[src/rtl/bus_bridge_pkg.sv]
// Shared definitions for the 8088 bus-cycle bridge: target types, AXI address bases,
// IO port numbers, strobe encodings and the bridge FSM state type.
package bus_bridge_pkg;

  localparam logic [2:0] ADDR_TYPE_NOT_OP  = 3'd0;
  localparam logic [2:0] ADDR_TYPE_AXI     = 3'd1;
  localparam logic [2:0] ADDR_TYPE_ROM     = 3'd2;
  localparam logic [2:0] ADDR_TYPE_RAM     = 3'd3;
  localparam logic [2:0] ADDR_TYPE_LED     = 3'd4;
  localparam logic [2:0] ADDR_TYPE_UNKNOWN = 3'd7;

  localparam logic [31:0] AXI_ADDR32_DRAM_BASE  = 32'h8000_0000;
  localparam logic [31:0] AXI_ADDR32_FLASH_BASE = 32'h6000_0000;
  localparam logic [31:0] AXI_ADDR32_UART_BASE  = 32'h4060_0000;

  localparam logic [15:0] IO_PORT_UART_RX   = 16'h0000;
  localparam logic [15:0] IO_PORT_UART_TX   = 16'h0001;
  localparam logic [15:0] IO_PORT_UART_STAT = 16'h0002;
  localparam logic [15:0] IO_PORT_LED       = 16'h0080;

  // {IO, MEM, RD, WR}
  localparam logic [3:0] STROBE_IO_RD  = 4'b1010;
  localparam logic [3:0] STROBE_MEM_RD = 4'b0110;
  localparam logic [3:0] STROBE_IO_WR  = 4'b1001;
  localparam logic [3:0] STROBE_MEM_WR = 4'b0101;

  typedef enum logic [1:0] {
    StIdle,
    StIssue,
    StWaitRsp,
    StDone
  } bridge_state_e;

endpackage

[src/rtl/bus_addr_decode.sv]
// Combinational decode of one 8088 bus cycle into target type, 32-bit address and direction.
// Memory space splits on the top address bits: DRAM, flash, internal ROM, internal RAM.
module bus_addr_decode
  import bus_bridge_pkg::*;
#(
  parameter int unsigned ADDR_WIDTH = 20
) (
  input  logic                  io,
  input  logic                  mem,
  input  logic                  rd,
  input  logic                  wr,
  input  logic [ADDR_WIDTH-1:0] a,
  output logic [2:0]            addr_type,
  output logic [31:0]           a32,
  output logic                  is_read
);

  logic [3:0]  strobe;
  logic [15:0] port;

  assign strobe = {io, mem, rd, wr};
  assign port   = a[15:0];

  always_comb begin
    addr_type = ADDR_TYPE_NOT_OP;
    a32       = '0;
    is_read   = 1'b0;
    case (strobe)
      STROBE_IO_RD, STROBE_IO_WR: begin
        is_read = rd;
        if (port == IO_PORT_UART_RX || port == IO_PORT_UART_TX ||
            port == IO_PORT_UART_STAT) begin
          addr_type = ADDR_TYPE_AXI;
          a32       = AXI_ADDR32_UART_BASE | 32'(port);
        end else if (port == IO_PORT_LED) begin
          addr_type = ADDR_TYPE_LED;
          a32       = 32'(port);
        end else begin
          addr_type = ADDR_TYPE_UNKNOWN;
        end
      end
      STROBE_MEM_RD, STROBE_MEM_WR: begin
        is_read = rd;
        if (a[ADDR_WIDTH-1]) begin
          addr_type = ADDR_TYPE_AXI;
          a32       = AXI_ADDR32_DRAM_BASE | 32'(a[ADDR_WIDTH-2:0]);
        end else if (a[ADDR_WIDTH-2]) begin
          addr_type = ADDR_TYPE_AXI;
          a32       = AXI_ADDR32_FLASH_BASE | 32'(a[ADDR_WIDTH-3:0]);
        end else if (a[ADDR_WIDTH-3]) begin
          // ROM is read-only; a write there has no target.
          if (rd) begin
            addr_type = ADDR_TYPE_ROM;
            a32       = 32'(a[ADDR_WIDTH-4:0]);
          end else begin
            addr_type = ADDR_TYPE_UNKNOWN;
          end
        end else begin
          addr_type = ADDR_TYPE_RAM;
          a32       = 32'(a[ADDR_WIDTH-4:0]);
        end
      end
      default: ;
    endcase
  end

endmodule

[src/rtl/bus_cycle_bridge.sv]
// Captures one 8088 bus cycle, issues it as a lane-steered request and holds CPU READY low
// until the response arrives or the wait timer expires.
module bus_cycle_bridge
  import bus_bridge_pkg::*;
#(
  parameter int unsigned ADDR_WIDTH     = 20,
  parameter int unsigned DATA_BYTES     = 4,
  parameter int unsigned TIMEOUT_CYCLES = 255
) (
  input  logic                    clk,
  input  logic                    rst,
  input  logic                    IO,
  input  logic                    MEM,
  input  logic                    RD,
  input  logic                    WR,
  input  logic [ADDR_WIDTH-1:0]   A,
  input  logic [7:0]              D,
  output logic                    cpu_ready,
  output logic [7:0]              cpu_dout,
  output logic                    req_valid,
  input  logic                    req_ready,
  output logic [31:0]             req_addr,
  output logic [8*DATA_BYTES-1:0] req_wdata,
  output logic [DATA_BYTES-1:0]   req_wstrb,
  output logic                    req_is_read,
  output logic [2:0]              req_type,
  input  logic                    rsp_valid,
  input  logic [8*DATA_BYTES-1:0] rsp_rdata,
  output logic                    timeout_pulse
);

  localparam int unsigned LaneW  = (DATA_BYTES > 1) ? $clog2(DATA_BYTES) : 1;
  localparam int unsigned TimerW = $clog2(TIMEOUT_CYCLES + 1);

  function automatic logic [LaneW-1:0] lane_of(input logic [31:0] addr);
    if (DATA_BYTES > 1) return addr[LaneW-1:0];
    else return '0;
  endfunction

  logic [2:0]  dec_type;
  logic [31:0] dec_a32;
  logic        dec_is_read;

  bus_addr_decode #(
    .ADDR_WIDTH(ADDR_WIDTH)
  ) u_decode (
    .io       (IO),
    .mem      (MEM),
    .rd       (RD),
    .wr       (WR),
    .a        (A),
    .addr_type(dec_type),
    .a32      (dec_a32),
    .is_read  (dec_is_read)
  );

  bridge_state_e           state_q, state_d;
  logic [TimerW-1:0]       timer_q, timer_d;
  logic                    cpu_ready_q, cpu_ready_d;
  logic [7:0]              cpu_dout_q, cpu_dout_d;
  logic                    req_valid_q, req_valid_d;
  logic [31:0]             req_addr_q, req_addr_d;
  logic [8*DATA_BYTES-1:0] req_wdata_q, req_wdata_d;
  logic [DATA_BYTES-1:0]   req_wstrb_q, req_wstrb_d;
  logic                    req_is_read_q, req_is_read_d;
  logic [2:0]              req_type_q, req_type_d;
  logic                    timeout_q, timeout_d;

  logic [LaneW-1:0]        cap_lane;
  logic [LaneW-1:0]        cur_lane;
  logic [DATA_BYTES-1:0]   cap_wstrb;
  logic [7:0]              rsp_byte;

  assign cap_lane = lane_of(dec_a32);
  assign cur_lane = lane_of(req_addr_q);
  assign rsp_byte = rsp_rdata[{cur_lane, 3'b000} +: 8];

  always_comb begin
    cap_wstrb = '0;
    for (int unsigned i = 0; i < DATA_BYTES; i++) begin
      cap_wstrb[i] = !dec_is_read && (LaneW'(i) == cap_lane);
    end
  end

  always_comb begin
    state_d       = state_q;
    timer_d       = timer_q;
    cpu_dout_d    = cpu_dout_q;
    req_addr_d    = req_addr_q;
    req_wdata_d   = req_wdata_q;
    req_wstrb_d   = req_wstrb_q;
    req_is_read_d = req_is_read_q;
    req_type_d    = req_type_q;
    timeout_d     = 1'b0;

    unique case (state_q)
      StIdle: begin
        if (dec_type != ADDR_TYPE_NOT_OP) begin
          req_addr_d    = dec_a32;
          req_type_d    = dec_type;
          req_is_read_d = dec_is_read;
          req_wstrb_d   = cap_wstrb;
          req_wdata_d   = {DATA_BYTES{D}};
          // Writes and unknown targets report 0xFF; reads overwrite it on response.
          cpu_dout_d    = 8'hFF;
          state_d       = (dec_type == ADDR_TYPE_UNKNOWN) ? StDone : StIssue;
        end
      end
      StIssue: begin
        if (req_valid_q && req_ready) begin
          timer_d = '0;
          state_d = StWaitRsp;
        end
      end
      StWaitRsp: begin
        // A response on the terminal-count cycle takes priority over the timeout.
        if (rsp_valid) begin
          if (req_is_read_q) cpu_dout_d = rsp_byte;
          state_d = StDone;
        end else if (timer_q == TimerW'(TIMEOUT_CYCLES - 1)) begin
          cpu_dout_d = 8'hFF;
          timeout_d  = 1'b1;
          state_d    = StDone;
        end else if (timer_q != '1) begin
          timer_d = timer_q + 1'b1;
        end
      end
      StDone: begin
        if (dec_type == ADDR_TYPE_NOT_OP) state_d = StIdle;
      end
    endcase

    req_valid_d = (state_d == StIssue);
    cpu_ready_d = (state_d == StDone);
  end

  always_ff @(posedge clk) begin
    if (rst) begin
      state_q       <= StIdle;
      timer_q       <= '0;
      cpu_ready_q   <= 1'b0;
      cpu_dout_q    <= 8'hFF;
      req_valid_q   <= 1'b0;
      req_addr_q    <= '0;
      req_wdata_q   <= '0;
      req_wstrb_q   <= '0;
      req_is_read_q <= 1'b0;
      req_type_q    <= ADDR_TYPE_NOT_OP;
      timeout_q     <= 1'b0;
    end else begin
      state_q       <= state_d;
      timer_q       <= timer_d;
      cpu_ready_q   <= cpu_ready_d;
      cpu_dout_q    <= cpu_dout_d;
      req_valid_q   <= req_valid_d;
      req_addr_q    <= req_addr_d;
      req_wdata_q   <= req_wdata_d;
      req_wstrb_q   <= req_wstrb_d;
      req_is_read_q <= req_is_read_d;
      req_type_q    <= req_type_d;
      timeout_q     <= timeout_d;
    end
  end

  assign cpu_ready     = cpu_ready_q;
  assign cpu_dout      = cpu_dout_q;
  assign req_valid     = req_valid_q;
  assign req_addr      = req_addr_q;
  assign req_wdata     = req_wdata_q;
  assign req_wstrb     = req_wstrb_q;
  assign req_is_read   = req_is_read_q;
  assign req_type      = req_type_q;
  assign timeout_pulse = timeout_q;

endmodule

[config.mk]
export PLATFORM = sky130hd
export DESIGN_NAME = bus_cycle_bridge
export DESIGN_NICKNAME = d
export VERILOG_FILES = /design/src/rtl/bus_bridge_pkg.sv /design/src/rtl/bus_addr_decode.sv /design/src/rtl/bus_cycle_bridge.sv
export SDC_FILE = /design/constraint.sdc
export NUM_CORES = 1
export LEC_CHECK = 0
export BUFFER_PORTS_ARGS = -buffer_cell sky130_fd_sc_hd__buf_2
export CAP_MARGIN = 20
export CORE_MARGIN = 2
export CORE_UTILIZATION = 45
export CTS_CLUSTER_DIAMETER = 40
export DETAILED_ROUTE_END_ITERATION = 8
export GPL_TIMING_DRIVEN = 0
export PLACE_DENSITY = 0.79
export SETUP_SLACK_MARGIN = 0.02
export SLEW_MARGIN = 30
export SYNTH_ARGS = -nofsm -noshare
export SYNTH_HDL_FRONTEND = slang
export SYNTH_SLANG_ARGS = --single-unit
[constraint.sdc]
create_clock -name clk -period 2.3 [get_ports clk]
set_clock_uncertainty 0.2 [all_clocks]
set_input_delay 0 -clock clk [delete_from_list [all_inputs] [get_ports clk]]
set_output_delay 0 -clock clk [all_outputs]
set_load 0.05 [all_outputs]
==> impl_summary.md, run 1 <==
Logic synthesis
In the post-synthesis netlist, the biggest area contributors are dfxtp_1 39%, buf_4 8.0%, mux4_2 5.8%, nand2_1 5.8%, nor2_1 4.8%. The number of flops mapped to enable cells by yosys is 0. The share of the yosys chip area belonging to registers is approximately two fifths. The synthesized design devotes to its leading area cell type approximately 39% of total area.

By instance count, the leading cell after synthesis is dfxtp_1. Yosys mapped the design onto 57 distinct sky130hd cell types. The main flop type after synthesis is dfxtp_1.

The cell taking the most area after synthesis is dfxtp_1. After synthesis, the share of flip-flops with an asynchronous set or reset is 0%. Synthesis inferred 60 register bits. After technology mapping, the gate count stands at around 350. The post-synthesis average cell area is between 8 and 9 sq um. The cell area after synthesis is 0.00308 sq mm. Counting instances in the post-synthesis netlist gives the leading cell types as 60 x dfxtp_1, 48 x nand2_1, 39 x nor2_1. The total of warnings raised by yosys is 0.

Layout
In the final layout, the share of cells above drive strength 1 is ~38%. Counting the fill cells in the layout gives 496. The area added between synthesis and finish is 57.4%.

The finished layout cell area is a little under 0.005 sq mm. The count of nets after finishing is around 650. The number of antenna diodes in the final layout is 0. The combined area of the multi-input logic cells is around 0.0016 sq mm. The non-filler instance count after layout is between 600 and 700.

The total area of sequential cells is between 0.001 and 0.0015 sq mm.

GRT
The number of global-route vias before repair is between 3000 and 4000. The number of antenna violations at the first check in global routing is 0. The all-layer global routing usage is between 20% and 30%. The total grt overflow is 0.

The first global-routing pass estimated 15900 microns of wire. The pin count of the biggest net entering global routing is 12.

Critical path
In this run the worst setup path begins at A[9]. The startpoint of the lowest-slack register-to-register path is state_q[0]. The depth of the most critical reg-to-reg path is 5. The data required time of the worst path is about 2.3 ns. The largest driver fanout on the critical path is 6. The worst setup path category is input port to flop. The endpoint of the lowest-slack register-to-register path is timeout_pulse. The reg-to-reg setup timing slack is around 0.24 ns.

The sort of element at the end of the critical path is a flop. The startpoint class of the critical path is an input port. Data arrives at the worst endpoint at about 2.2 ns.

Route
The first-pass detailed-route iteration total is 4. In the routed design, unresolved DRC markers number 0. Dividing the detail-routed wire length by the instance count gives between 15 and 20 microns.

The met3 wire length is 638 microns. The met1 layer wirelength in the final routing is 3970 microns. After the first detailed-routing iteration, the DRC count stood at 184. Wire segments on met2 add up to approximately 5400 microns in the final route. The uppermost metal layer occupied by signal nets is met4. Summed over all layers, the routed wires come to between 10000 and 15000 microns. Once detail routing completed, the nets flagged for antenna violations numbered 0. The average vias per placed instance is between 5 and 6. Across all layers, the routed design uses approximately 3400 vias.

Timing
The max-slew violation count came to 0. Final hold analysis gives a worst-case slack of -0.00491 ns. For the pin with the worst max-slew slack, the measured transition is 0.720 ns.

The setup violation total in the final timing report is 0. Dividing the final minimum period by the clock period gives between 90 and 100%. The routed design could run at a clock period as short as ~2.2 ns.

The maximum clock frequency is 456 MHz. Setup repair after global routing left no endpoint under its margin. The post-route setup TNS is 0 ns. The number of hold-slack violations in the final timing report is 1.

The worst pin sits at a relative slew slack of between 50% and 60%.

Floorplan
The area enclosed by the die boundary is ~0.0075 sq mm. The horizontal die dimension is 86.7 microns. The floorplan step set the die height to roughly 87 microns. The core region is between 0.006 and 0.007 sq mm. The number of top-level pins is about 150.

The number of rows created at floorplan is 30. The initial utilization of the core area, before any placement, comes to between 40 and 50%.

Clock tree
The root buffer cell chosen for the clock tree is clkbuf_8. The clock tree from TritonCTS is built. Clock-pin slew was measured on the worst setup and hold paths at approximately 0.070 ns. For the worst-skew pair, the clock arrives at the later sink with an insertion delay of around 0.34 ns. In this run the number of H-tree levels came out at 3. In this run, CTS created clock tree buffers numbering 9.

The clock drives 60 sinks. The number of buffers on the longest clock path is 2.

Run status
The flow ran to the end, but the final reports show violations. The final reports fail on hold timing.

Flow run
The max-cap check violation count is 0.

Min path
The worst hold path was traced through 6 stages. The tightest min-delay check is of the input port to flop type. The startpoint identified for the worst hold timing path is IO. The sink of the worst hold path is req_addr[29].

Place
In this run, placement finished with an instance count of just under 600. The placer's final routability congestion estimate is 0.935. The placed instances occupy a cell area of 0.00391 sq mm. The number of port buffers is approximately 140. The HPWL reported at the end of detailed placement is ~6700 microns.

Power and ir drop
The worst-case IR drop observed on VDD is ~330 uV. The power density over the cells is 641 mW/mm^2. The design draws between 3 and 4 mW. For this design the static power due to leakage is 2.17 nW.
## report_power, final
part / leakage (nW) / internal, mW / switching [mW] / total, mW
Combinational: 1.57 / 0.307 / 0.509 / 0.816
Clock: 0.122 / 0.749 / 0.435 / 1.18
Sequential: 0.486 / 1.08 / 0.0325 / 1.11
## registers in the layout, indices dropped and copies added (netlist names)
register,count
cpu_dout,8
cpu_ready,1
req_addr,23
req_is_read,1
req_type,3
req_valid,1
req_wdata,8
req_wstrb,4
state_q,2
timeout_pulse,1
timer_q,8
## cell usage in the layout (no fill, tap or decap), types with 5 or more instances in the layout
| master | n |
|---|---|
| a21oi_1 | 26 |
| a2bb2oi_1 | 14 |
| buf_2 | 145 |
| buf_4 | 34 |
| clkbuf_1 | 8 |
| clkbuf_8 | 10 |
| conb_1 | 8 |
| dfxtp_1 | 60 |
| dlygate4sd3_1 | 65 |
| mux4_2 | 8 |
| nand2_1 | 47 |
| nand2b_1 | 5 |
| nand3_1 | 9 |
| nor2_1 | 39 |
| nor3_1 | 5 |
| o21ai_0 | 7 |
| o22a_1 | 8 |
| xnor2_1 | 6 |
## kinds of logic (layout without fill, tap and decap cells)
| kind of cell | after synthesis | count (layout) | share of synthesized area [%] |
|---|---|---|---|
| simple gates | 133 | 133 | 20.3 |
| compound gates | 82 | 82 | 19.0 |
| buf+inv | 53 | 275 | 10.9 |
| fa+ha+maj | 3 | 3 | 1.14 |
| mux | 10 | 10 | 6.54 |
| xor+xnor | 9 | 9 | 3.05 |
| flops | 60 | 60 | 39.0 |
| other cells | 1 | 8 | 0.122 |
## per-stage QoR
| stage | util, % | setup slack [ns] |
|---|---|---|
| 3_3_place_gp | 58.2 | 0.0752 |
| 6_report | 72.2 | 0.105 |
| 5_1_grt | 72.2 | 0.0245 |
| 3_5_place_dp | 58.2 | 0.0835 |
| 2_1_floorplan | - | 0.123 |
| 4_1_cts | 71.6 | 0.0327 |
## layout make-up
| cell class | count | area share (%) |
|---|---|---|
| inverter | 2 | 0.155 |
| timing repair buffer | 207 | 28.1 |
| clock inverter | 6 | 2.30 |
| tap | 80 | 2.06 |
| sequential | 60 | 24.8 |
| multi-input combinational | 245 | 33.0 |
| clock buffer | 10 | 2.84 |
| buffer | 50 | 6.74 |
## worst max path at each step
stage                             end  slack (ns)  depth (start not counted)
after floorplan           cpu_dout[2]        0.12                          3
after global placement    req_addr[0]        0.08                          7
after detailed placement  req_type[0]        0.08                          7
after CTS                 req_type[1]        0.03                          8
after global routing      req_type[1]        0.02                          9
final                     req_type[1]        0.10                          9
## critical path, cell delays in order
cell,delay (ns)
dlygate4sd3_1,0.54
buf_2,0.14
nor4_2,0.27
nand4_1,0.12
buf_4,0.17
o21ai_0,0.19
o31a_1,0.17
dlygate4sd3_1,0.55
o41ai_1,0.06
## layer usage
layer | up-vias | track usage [%]
met4 | 0 | 9.66
met5 | - | 0
met2 | 118 | 50.1
met3 | 15 | 6.00
met1 | 1646 | 29.8
li1 | 1661 | -
## repair_timing
| item | CTS | global route |
|---|---|---|
| hold buffers | 65 | 0 |
| endpoints found under the hold margin | 46 | 0 |
| resized for setup | 0 | 8 |
| setup endpoints to repair | 0 | 32 |
| setup buffers | 0 | 1 |
No activity file was read; power rests on OpenSTA's default activity.
==> inputs of run 2 (changes only) <==
--- a/config.mk
+++ b/config.mk
@@ -7,11 +7,14 @@
 export LEC_CHECK = 0
 export BUFFER_PORTS_ARGS = -buffer_cell sky130_fd_sc_hd__buf_2
 export CAP_MARGIN = 20
+export CORE_ASPECT_RATIO = 1.2
 export CORE_MARGIN = 2
 export CORE_UTILIZATION = 45
+export CTS_BUF_LIST = sky130_fd_sc_hd__clkbuf_4
 export CTS_CLUSTER_DIAMETER = 40
 export DETAILED_ROUTE_END_ITERATION = 8
 export GPL_TIMING_DRIVEN = 0
+export MAX_ROUTING_LAYER = met4
 export PLACE_DENSITY = 0.79
 export SETUP_SLACK_MARGIN = 0.02
 export SLEW_MARGIN = 30
==> run 2 against run 1 <==
Net effect:
- the flow now finishes without violations
- flip-flop and latch count unchanged
- non-clock buffer count grew 5
- combinational power up 2%
- register-to-register slack worse by 0.05 ns
- count of clock-buffer cells in the layout is 1 lower
- hold slack better by 0.19 ns
- clock power down 50%
- routed wire length up 3.5%
- global-route usage is 1.9 points higher
- first-iteration DRC count shrank 1.1%
- maximum frequency decreased by 1.3%
- critical endpoint is now req_addr[1]
- largest cell class unchanged
==> impl_summary.md, run 2 (synthesized netlist as in run 1, its figures left out) <==
Run status
The run finished with clean final reports.

Clock tree
The clock-pin slew reported for the worst setup and hold paths after clock tree synthesis came to 0.10 ns (+0.03 ns). The clock latency on the worst-skew pair is 0.40 ns (+0.06 ns). The number of buffers on the longest clock path is 2 (unchanged). The clock net sink count is 60 (unchanged). The tree is rooted in a clkbuf_4.

TritonCTS built the clock tree. The total clock buffers created by CTS was 9 (unchanged). The number of levels the H-tree was split into is 3 (unchanged).

Critical path
The slowest stage of the critical path is the dlygate4sd3_1 cell. The data arrival time at the worst-slack endpoint is 2.31 ns (+0.10 ns). The family with the most delay on the worst path is simple AND/OR/NAND/NOR gates.

The sort of element at the end of the critical path is a flop. The largest driver fanout on the critical path is 7 (+1). Walking the worst path, the cells encountered are dlygate4sd3_1 > buf_2 > nor4_1 > nand4_1 > o31a_2 > nand2b_1 > o31ai_1. The worst setup path is of the input port to flop kind. The startpoint class of the critical path is an input port. The number of buffer and inverter instances along the worst setup path is 2 (-2). The data required time of the worst path is 2.39 ns (+0.08 ns).

The highest cell delay on the worst timing path is 0.53 ns (-0.02 ns).

Route
The average wire length per cell after detail routing is 15.7 microns (+1.8%). The routed wire length is 10500 microns (+3.5%). The via count of the routed design is 3571 (+3.8%). The count of unresolved DRC violations after routing is 0 (unchanged). The average vias per placed instance came to 5.32 (+2.1%). The first-pass detailed-route iteration total is 4 (unchanged). The initial detailed-routing violation count is 182 (-1.1%). The remaining antenna violation count came to 0 (unchanged).

Layout
The most common library cell in the layout ignoring fill and taps is buf_2. The flip-flop count of the largest register after layout is 23 (unchanged). The non-filler instance count after layout is 671 (+1.7%).

The finished layout cell area is 0.00475 sq mm (-2.1%). The count of nets after finishing is 650 (+0.78%). The fraction of final layout cells sized beyond drive strength 1 is 36.6% (-0.94 points). The final design utilization was 70.5% (-1.6 points). From synthesis to final layout, the design area changed by 54.1%. The count of antenna diodes in the layout came to 0 (unchanged).

The number of inserted filler cells in the final layout is 511 (+3.0%). Leaving out fill and tap cells, the most frequent cells in the layout are 145 x buf_2, 69 x dlygate4sd3_1, 60 x dfxtp_1.

Power and ir drop
The fraction of power consumed by sequential logic was 43.8% (+8.1 points). The reported net switching power is 0.933 mW (-4.5%). The internal power contribution is 1.59 mW (-25%). The leakage power is 2.13 nW (-2.2%). The power density over the cells is 532 mW/mm^2 (-17%). The net switching share of the total power came to 36.9% (+5.5 points). The worst vdd rail ir drop is 349 uV (+7.1%). The proportion of power drawn by combinational gates is 33.0% (+6.8 points). The part of the total power dissipated in the clock network came to 23.3% (-15 points).

GRT
The global-route wire length before repair is 16400 microns (+2.9%). The total grt overflow is 0 (unchanged). The pin count of the biggest net entering global routing is 11 (-1). The all-layer global routing usage came to 28.9% (+1.9 points). The number of global-route vias before repair is 3605 (+2.9%). The number of antenna violations at the first check in global routing came to 0 (unchanged).

Timing
The setup violation total in the final timing report came to 0 (unchanged). The maximum clock frequency was 450 MHz (-1.3%). The minimum period implied by the final worst setup slack came to 2.22 ns (+0.0283 ns). The transition time at the pin with the least slew margin is 0.702 ns (-0.0180 ns).

Setup repair after global routing could not meet its margin everywhere. The post-route setup TNS is 0 ns (unchanged). The remaining max-slew budget at the tightest pin came to 53.2% (+1.2 points). The max-slew violation count was 0 (unchanged).

The share of the clock period used by the worst path is 96.7% (+1.2 points). The number of hold-slack violations in the final timing report is 0 (-1).

Floorplan
The number of rows created at floorplan is 33 (+10%). The standard cell core area was 0.00673 sq mm (+0.17%). The die extent in y is 94.6 microns (+9.1%). The starting density of the core is 45.8% (-0.077 points). The area enclosed by the die boundary is 0.00753 sq mm (about the same). The number of top-level pins is 151 (unchanged). The horizontal die dimension came to 79.5 microns (-8.3%).

Place
The placed cell count is 586 (+1.2%). The placer's final routability congestion estimate is 0.881 (-5.8%). The HPWL reported at the end of detailed placement was 6500 microns (-3.1%). The post-detailed-placement cell area was 0.00392 sq mm (+0.22%). The number of port buffers is 141 (unchanged).

Min path
The class of the worst hold path is input port to flop.

Flow run
The max-cap check violation count is 0 (unchanged).
## run 2: cell types whose count changed in the layout (fill, tap and decap cells not counted), sizes merged
cell,before,now
dlygate4sd3,65,69
bufinv,3,0
clkinv,2,4
clkinvlp,1,2
## run 2: layout make-up
cell class	count	area, sq um	share of cell area [%]
clock inverter	6	32.5	0.685
clock buffer	9	67.6	1.42
timing repair buffer	211	1400	29.6
multi-input combinational	245	1590	33.6
buffer	51	330	6.96
sequential	60	1200	25.3
tap	87	109	2.29
inverter	2	7.51	0.158
## run 2: layer usage
metal / GRT usage [%] / share of wire (%) / routed length [microns] / vias up
li1: - / - / - / 1677
met1: 27.6 / 37 / 3860 / 1697
met2: 53.8 / 54 / 5680 / 164
met3: 6.88 / 6.5 / 689 / 33
met4: 13.6 / 3.0 / 316 / 0
met5: - / 0 / 0 / -
## run 2: worst min-delay path, delay by kind of cell
family / cells / cell delay, ns
simple gates: 1 / 0.05
compound gates: 1 / 0.05
buf+inv: 2 / 0.65
## run 2: path summary, 6_finish.rpt
| check | start | to | slack (ns) | depth (start not counted) |
|---|---|---|---|---|
| max | A[12] | req_addr[1] | 0.08 | 7 |
| max reg2reg | state_q[1] | timeout_pulse | 0.19 | 5 |
| min | D[5] | req_wdata[29] | 0.19 | 4 |
| min reg2reg | req_wstrb[1] | req_wstrb[1] | 0.26 | 2 |
## run 2: what timing repair did
| item | in CTS | in global routing |
|---|---|---|
| endpoints found under the hold margin | 50 | 0 |
| hold buffers | 69 | 0 |
| setup endpoints to repair | 0 | 28 |
| resized for setup | 0 | 7 |
| buffers inserted | 0 | 1 |
## run 2: power by group through the flow
stage	clock [mW]	combinational (mW)	sequential (mW)
after CTS	0.600	0.805	1.10
final	0.588	0.832	1.10
after detailed placement	0	0.714	1.13
after floorplan	0	0.417	1.23
after global routing	0.645	0.884	1.11
after global placement	0	0.704	1.13
## run 2: metrics by stage
step | setup slack [ns] | hold slack (ns) | power (mW)
final | 0.0767 | 0.187 | 2.52
after global routing | -0.0308 | 0.183 | 2.64
after CTS | 0.0875 | 0.174 | 2.51
after detailed placement | 0.106 | 0.0503 | 1.84
after global placement | 0.143 | 0.0405 | 1.83
after floorplan | 0.123 | -0.0640 | 1.65
==> inputs of run 3 (changes only) <==
--- a/config.mk
+++ b/config.mk
@@ -8,16 +8,16 @@
 export BUFFER_PORTS_ARGS = -buffer_cell sky130_fd_sc_hd__buf_2
 export CAP_MARGIN = 20
 export CORE_ASPECT_RATIO = 1.2
-export CORE_MARGIN = 2
 export CORE_UTILIZATION = 45
-export CTS_BUF_LIST = sky130_fd_sc_hd__clkbuf_4
+export CTS_BUF_LIST = sky130_fd_sc_hd__clkbuf_2
 export CTS_CLUSTER_DIAMETER = 40
 export DETAILED_ROUTE_END_ITERATION = 8
 export GPL_TIMING_DRIVEN = 0
 export MAX_ROUTING_LAYER = met4
-export PLACE_DENSITY = 0.79
+export PLACE_DENSITY = 0.76
 export SETUP_SLACK_MARGIN = 0.02
 export SLEW_MARGIN = 30
 export SYNTH_ARGS = -nofsm -noshare
 export SYNTH_HDL_FRONTEND = slang
+export SYNTH_HIERARCHICAL = 1
 export SYNTH_SLANG_ARGS = --single-unit
==> run 3 against run 2 <==
Net effect:
- non-clock buffer count grew 5
- combinational power increased by 31%
- cell count rose by 12%
- count of clock-buffer cells in the layout unchanged
- die area rose by 8.7%
- sequential share of layout area rose by 1.5 points
- setup slack gained 0.014 ns
- critical endpoint is now cpu_dout[7]
- largest power group unchanged
==> impl_summary.md, run 3 <==
Place
The HPWL reported at the end of detailed placement came to 7360 microns (+13%). The placer's final routability congestion estimate was 0.859 (-2.4%). The number of port buffers is 149 (+5.7%).

Clock tree
The buffer type at the clock tree root is clkbuf_2. The number of levels the H-tree was split into came to 3 (unchanged). The clock-pin slew reported for the worst setup and hold paths after clock tree synthesis came to 0.20 ns (+0.10 ns). The clock tree from TritonCTS is built.

The number of buffers on the longest clock path was 2 (unchanged). The clock net sink count was 69 (+15%). The clock latency on the worst-skew pair is 0.51 ns (+0.11 ns).

The total clock buffers created by CTS is 9 (unchanged). The number of buffers inserted to repair setup after CTS is 0 (unchanged).

Flow run
The max-cap check violation count is 0 (unchanged).

GRT
The total grt overflow is 0 (unchanged). The number of antenna violations at the first check in global routing is 1 (+1). The all-layer global routing usage is 27.2% (-1.7 points).

The number of global-route vias before repair came to 3686 (+2.2%). The pin count of the biggest net entering global routing is 13 (+2). The global-route wire length before repair came to 16600 microns (+1.2%).

Timing
The number of hold-slack violations in the final timing report is 0 (unchanged). The post-route setup TNS was 0 ns (unchanged). The minimum period implied by the final worst setup slack is 2.21 ns (-0.0141 ns). The share of the clock period used by the worst path is 96.1% (-0.61 points). The maximum clock frequency is 453 MHz (+0.64%).

The tightest hold margin is 0.0298 ns (-0.157 ns). The remaining max-slew budget at the tightest pin is 58.0% (+4.8 points). The transition time at the pin with the least slew margin came to 0.628 ns (-0.0746 ns). The max-slew violation count was 0 (unchanged). The setup violation total in the final timing report came to 0 (unchanged). Setup repair after global routing left no endpoint under its margin.

Min path
In this run the most critical hold path is launched from D[2]. The class of the worst hold path is input port to flop.

Critical path
The worst setup path is launched from a flop. The startpoint of the lowest-slack register-to-register path is req_addr[0]. The data required time of the worst path is 2.51 ns (+0.12 ns).

The worst setup path category is flop to flop. The sort of element at the end of the critical path is a flop. The most critical setup path has its startpoint at req_addr[0]. The largest driver fanout on the critical path is 9 (+2).

The data arrival time at the worst-slack endpoint is 2.42 ns (+0.11 ns).

Logic synthesis
The post-synthesis average cell area is 8.30 sq um (-5.4%). The simple-gate share of the synthesized area is 27.0% (+6.7 points). The number of flops mapped to enable cells by yosys came to 0 (unchanged). The async set or reset register ratio after synthesis was 0% (unchanged). The total of warnings raised by yosys was 6 (+6). The commonest cells after synthesis are 99 x nand2_1, 69 x dfxtp_1, 48 x a21oi_1.

The number of register bits inferred by synthesis is 69 (+15%). The multiplexer area fraction after synthesis is 7.68% (+1.1 points). The fraction of the mapped netlist area in adder cells came to 0.995% (-0.14 points). The largest total area in the synthesized netlist belongs to dfxtp_1. The count of cell types in the netlist is 55 (-3.5%). By instance count, the leading cell after synthesis is nand2_1. The share of the yosys chip area belonging to registers was 39.2% (+0.25 points). By area the synthesized netlist is led by dfxtp_1 39%, nand2_1 11%, buf_4 7.0%, a21oi_1 6.8%, mux4_2 5.1%. The proportion of netlist area held by the largest area contributor is 39.2% (+0.25 points). The count of mapped cells out of synthesis is 424 (+21%). By area, the combinational part of the netlist is dominated by simple AND/OR/NAND/NOR gates. The compound-gate portion of the synthesized area is 13.4% (-5.5 points). The xor and xnor fraction of the mapped netlist area is 0.995% (-2.1 points). The cell area after synthesis was 0.00352 sq mm (+14%). In the synthesized netlist the dominant register cell turns out to be dfxtp_1.

Route
The average wire length per cell after detail routing is 14.1 microns (-10%). The count of unresolved DRC violations after routing is 0 (unchanged). The initial detailed-routing violation count is 181 (-0.55%).

The average vias per placed instance is 5.11 (-3.9%). The remaining antenna violation count is 0 (unchanged). The first-pass detailed-route iteration total was 4 (unchanged). The via count of the routed design is 3834 (+7.4%).

The routed wire length is 10600 microns (+0.42%).

Power and ir drop
The sum of internal, switching and leakage power came to 2.98 mW (+18%). The worst vdd rail ir drop is 436 uV (+25%). The leakage power was 2.41 nW (+13%). The internal power contribution came to 1.76 mW (+11%). The fraction of power consumed by sequential logic is 43.6% (-0.2 points).

The proportion of power drawn by combinational gates is 36.5% (+3.5 points). The net switching share of the total power is 40.8% (+3.8 points). The reported net switching power was 1.22 mW (+30%).

The power density over the cells is 579 mW/mm^2 (+8.9%). The part of the total power dissipated in the clock network is 19.9% (-3.4 points).

Floorplan
The number of rows created at floorplan is 34 (+3.0%). The area enclosed by the die boundary was 0.00818 sq mm (+8.7%). The starting density of the core is 47.5% (+1.8 points). The standard cell core area is 0.00740 sq mm (+10%). The die extent in y is 98.9 microns (+4.5%). The number of top-level pins was 151 (unchanged). The horizontal die dimension is 82.7 microns (+4.0%).

Layout
The flip-flop count of the largest register after layout is 32 (+39%). Leaving out fill and tap cells, the most frequent cell in the layout is buf_2. The combined area of the multi-input logic cells is 0.00180 sq mm (+13%).

The count of nets after finishing is 724 (+11%). The top cell types in the final layout, fill and taps aside, are 154 x buf_2, 99 x nand2_1, 69 x dfxtp_1. The area added between synthesis and finish is 46.2%. The total area of sequential cells is 0.00138 sq mm (+15%). The fraction of final layout cells sized beyond drive strength 1 was 36.7% (+0.078 points). The number of inserted filler cells in the final layout is 615 (+20%).

Run status
The flow ran to the end, and the final reports show no timing, DRC or antenna violations.
==> run 3: logic make-up after synthesis <==
logic type / Yosys count
AOI/OAI and AO/OA: 79
xor gates and xnor gates: 4
adders and majority gates: 3
buffers and inverters: 59
DFF: 69
muxes: 17
other: 1
and+or+nand+nor: 192
==> run 3: layout make-up <==
cell class              count  area share [%]
clock buffers               9           0.875
inverters                   4           0.292
plain buffers              55            7.25
well taps                  90            2.19
repair buffers            212            26.7
clock inverters             7           0.802
diodes                      1          0.0486
multi-input cells         303            35.0
flip-flops and latches     69            26.8
==> run 3: what timing repair did <==
item	4_1_cts	5_1_grt
endpoints found under the setup margin	0	42
endpoints found under the hold margin	69	0
hold buffers	63	0
resized for setup	0	10
==> run 3: per-stage QoR <==
step	cell area [sq um]	util [%]	instances	worst slack (ns)
2_1_floorplan	3550	-	431	0.219
3_3_place_gp	4400	59.5	670	-0.326
3_5_place_dp	4400	59.5	670	-0.420
4_1_cts	5120	69.2	749	0.0610
5_1_grt	5150	69.5	750	0.0226
6_report	5150	69.5	750	0.0908
==> run 3: path summary, 6_finish.rpt <==
| kind | to | slack [ns] | cells after the start |
|---|---|---|---|
| worst min-delay path | req_wdata[26] | 0.03 | 4 |
| worst max register to register | cpu_dout[7] | 0.09 | 5 |
| worst min register to register | req_addr[8] | 0.27 | 2 |
| worst max-delay path | cpu_dout[7] | 0.09 | 5 |
==> run 3: layer usage <==
layer | global-route usage, % | share of wire [%] | vias up
li1 | - | - | 1875
met1 | 30.4 | 40 | 1794
met2 | 45.8 | 51 | 142
met3 | 6.11 | 6.5 | 23
met4 | 10.6 | 2.4 | 0
met5 | - | 0 | -
==> run 3: power by group through the flow <==
stage | Clock (mW) | Combinational (mW) | Sequential [mW]
floorplan | 0 | 0.556 | 1.50
global placement | 0 | 0.976 | 1.32
detailed placement | 0 | 0.990 | 1.32
CTS | 0.597 | 1.07 | 1.30
global route | 0.647 | 1.16 | 1.31
finish | 0.592 | 1.09 | 1.30
==> run 3: worst max-delay path, cell delays in order, from the launching register on <==
cell and delay (ns):
dfxtp_1 0.39, buf_6 0.17, mux4_2 0.51, dlygate4sd3_1 0.60, nor2_1 0.14, mux2i_1 0.10
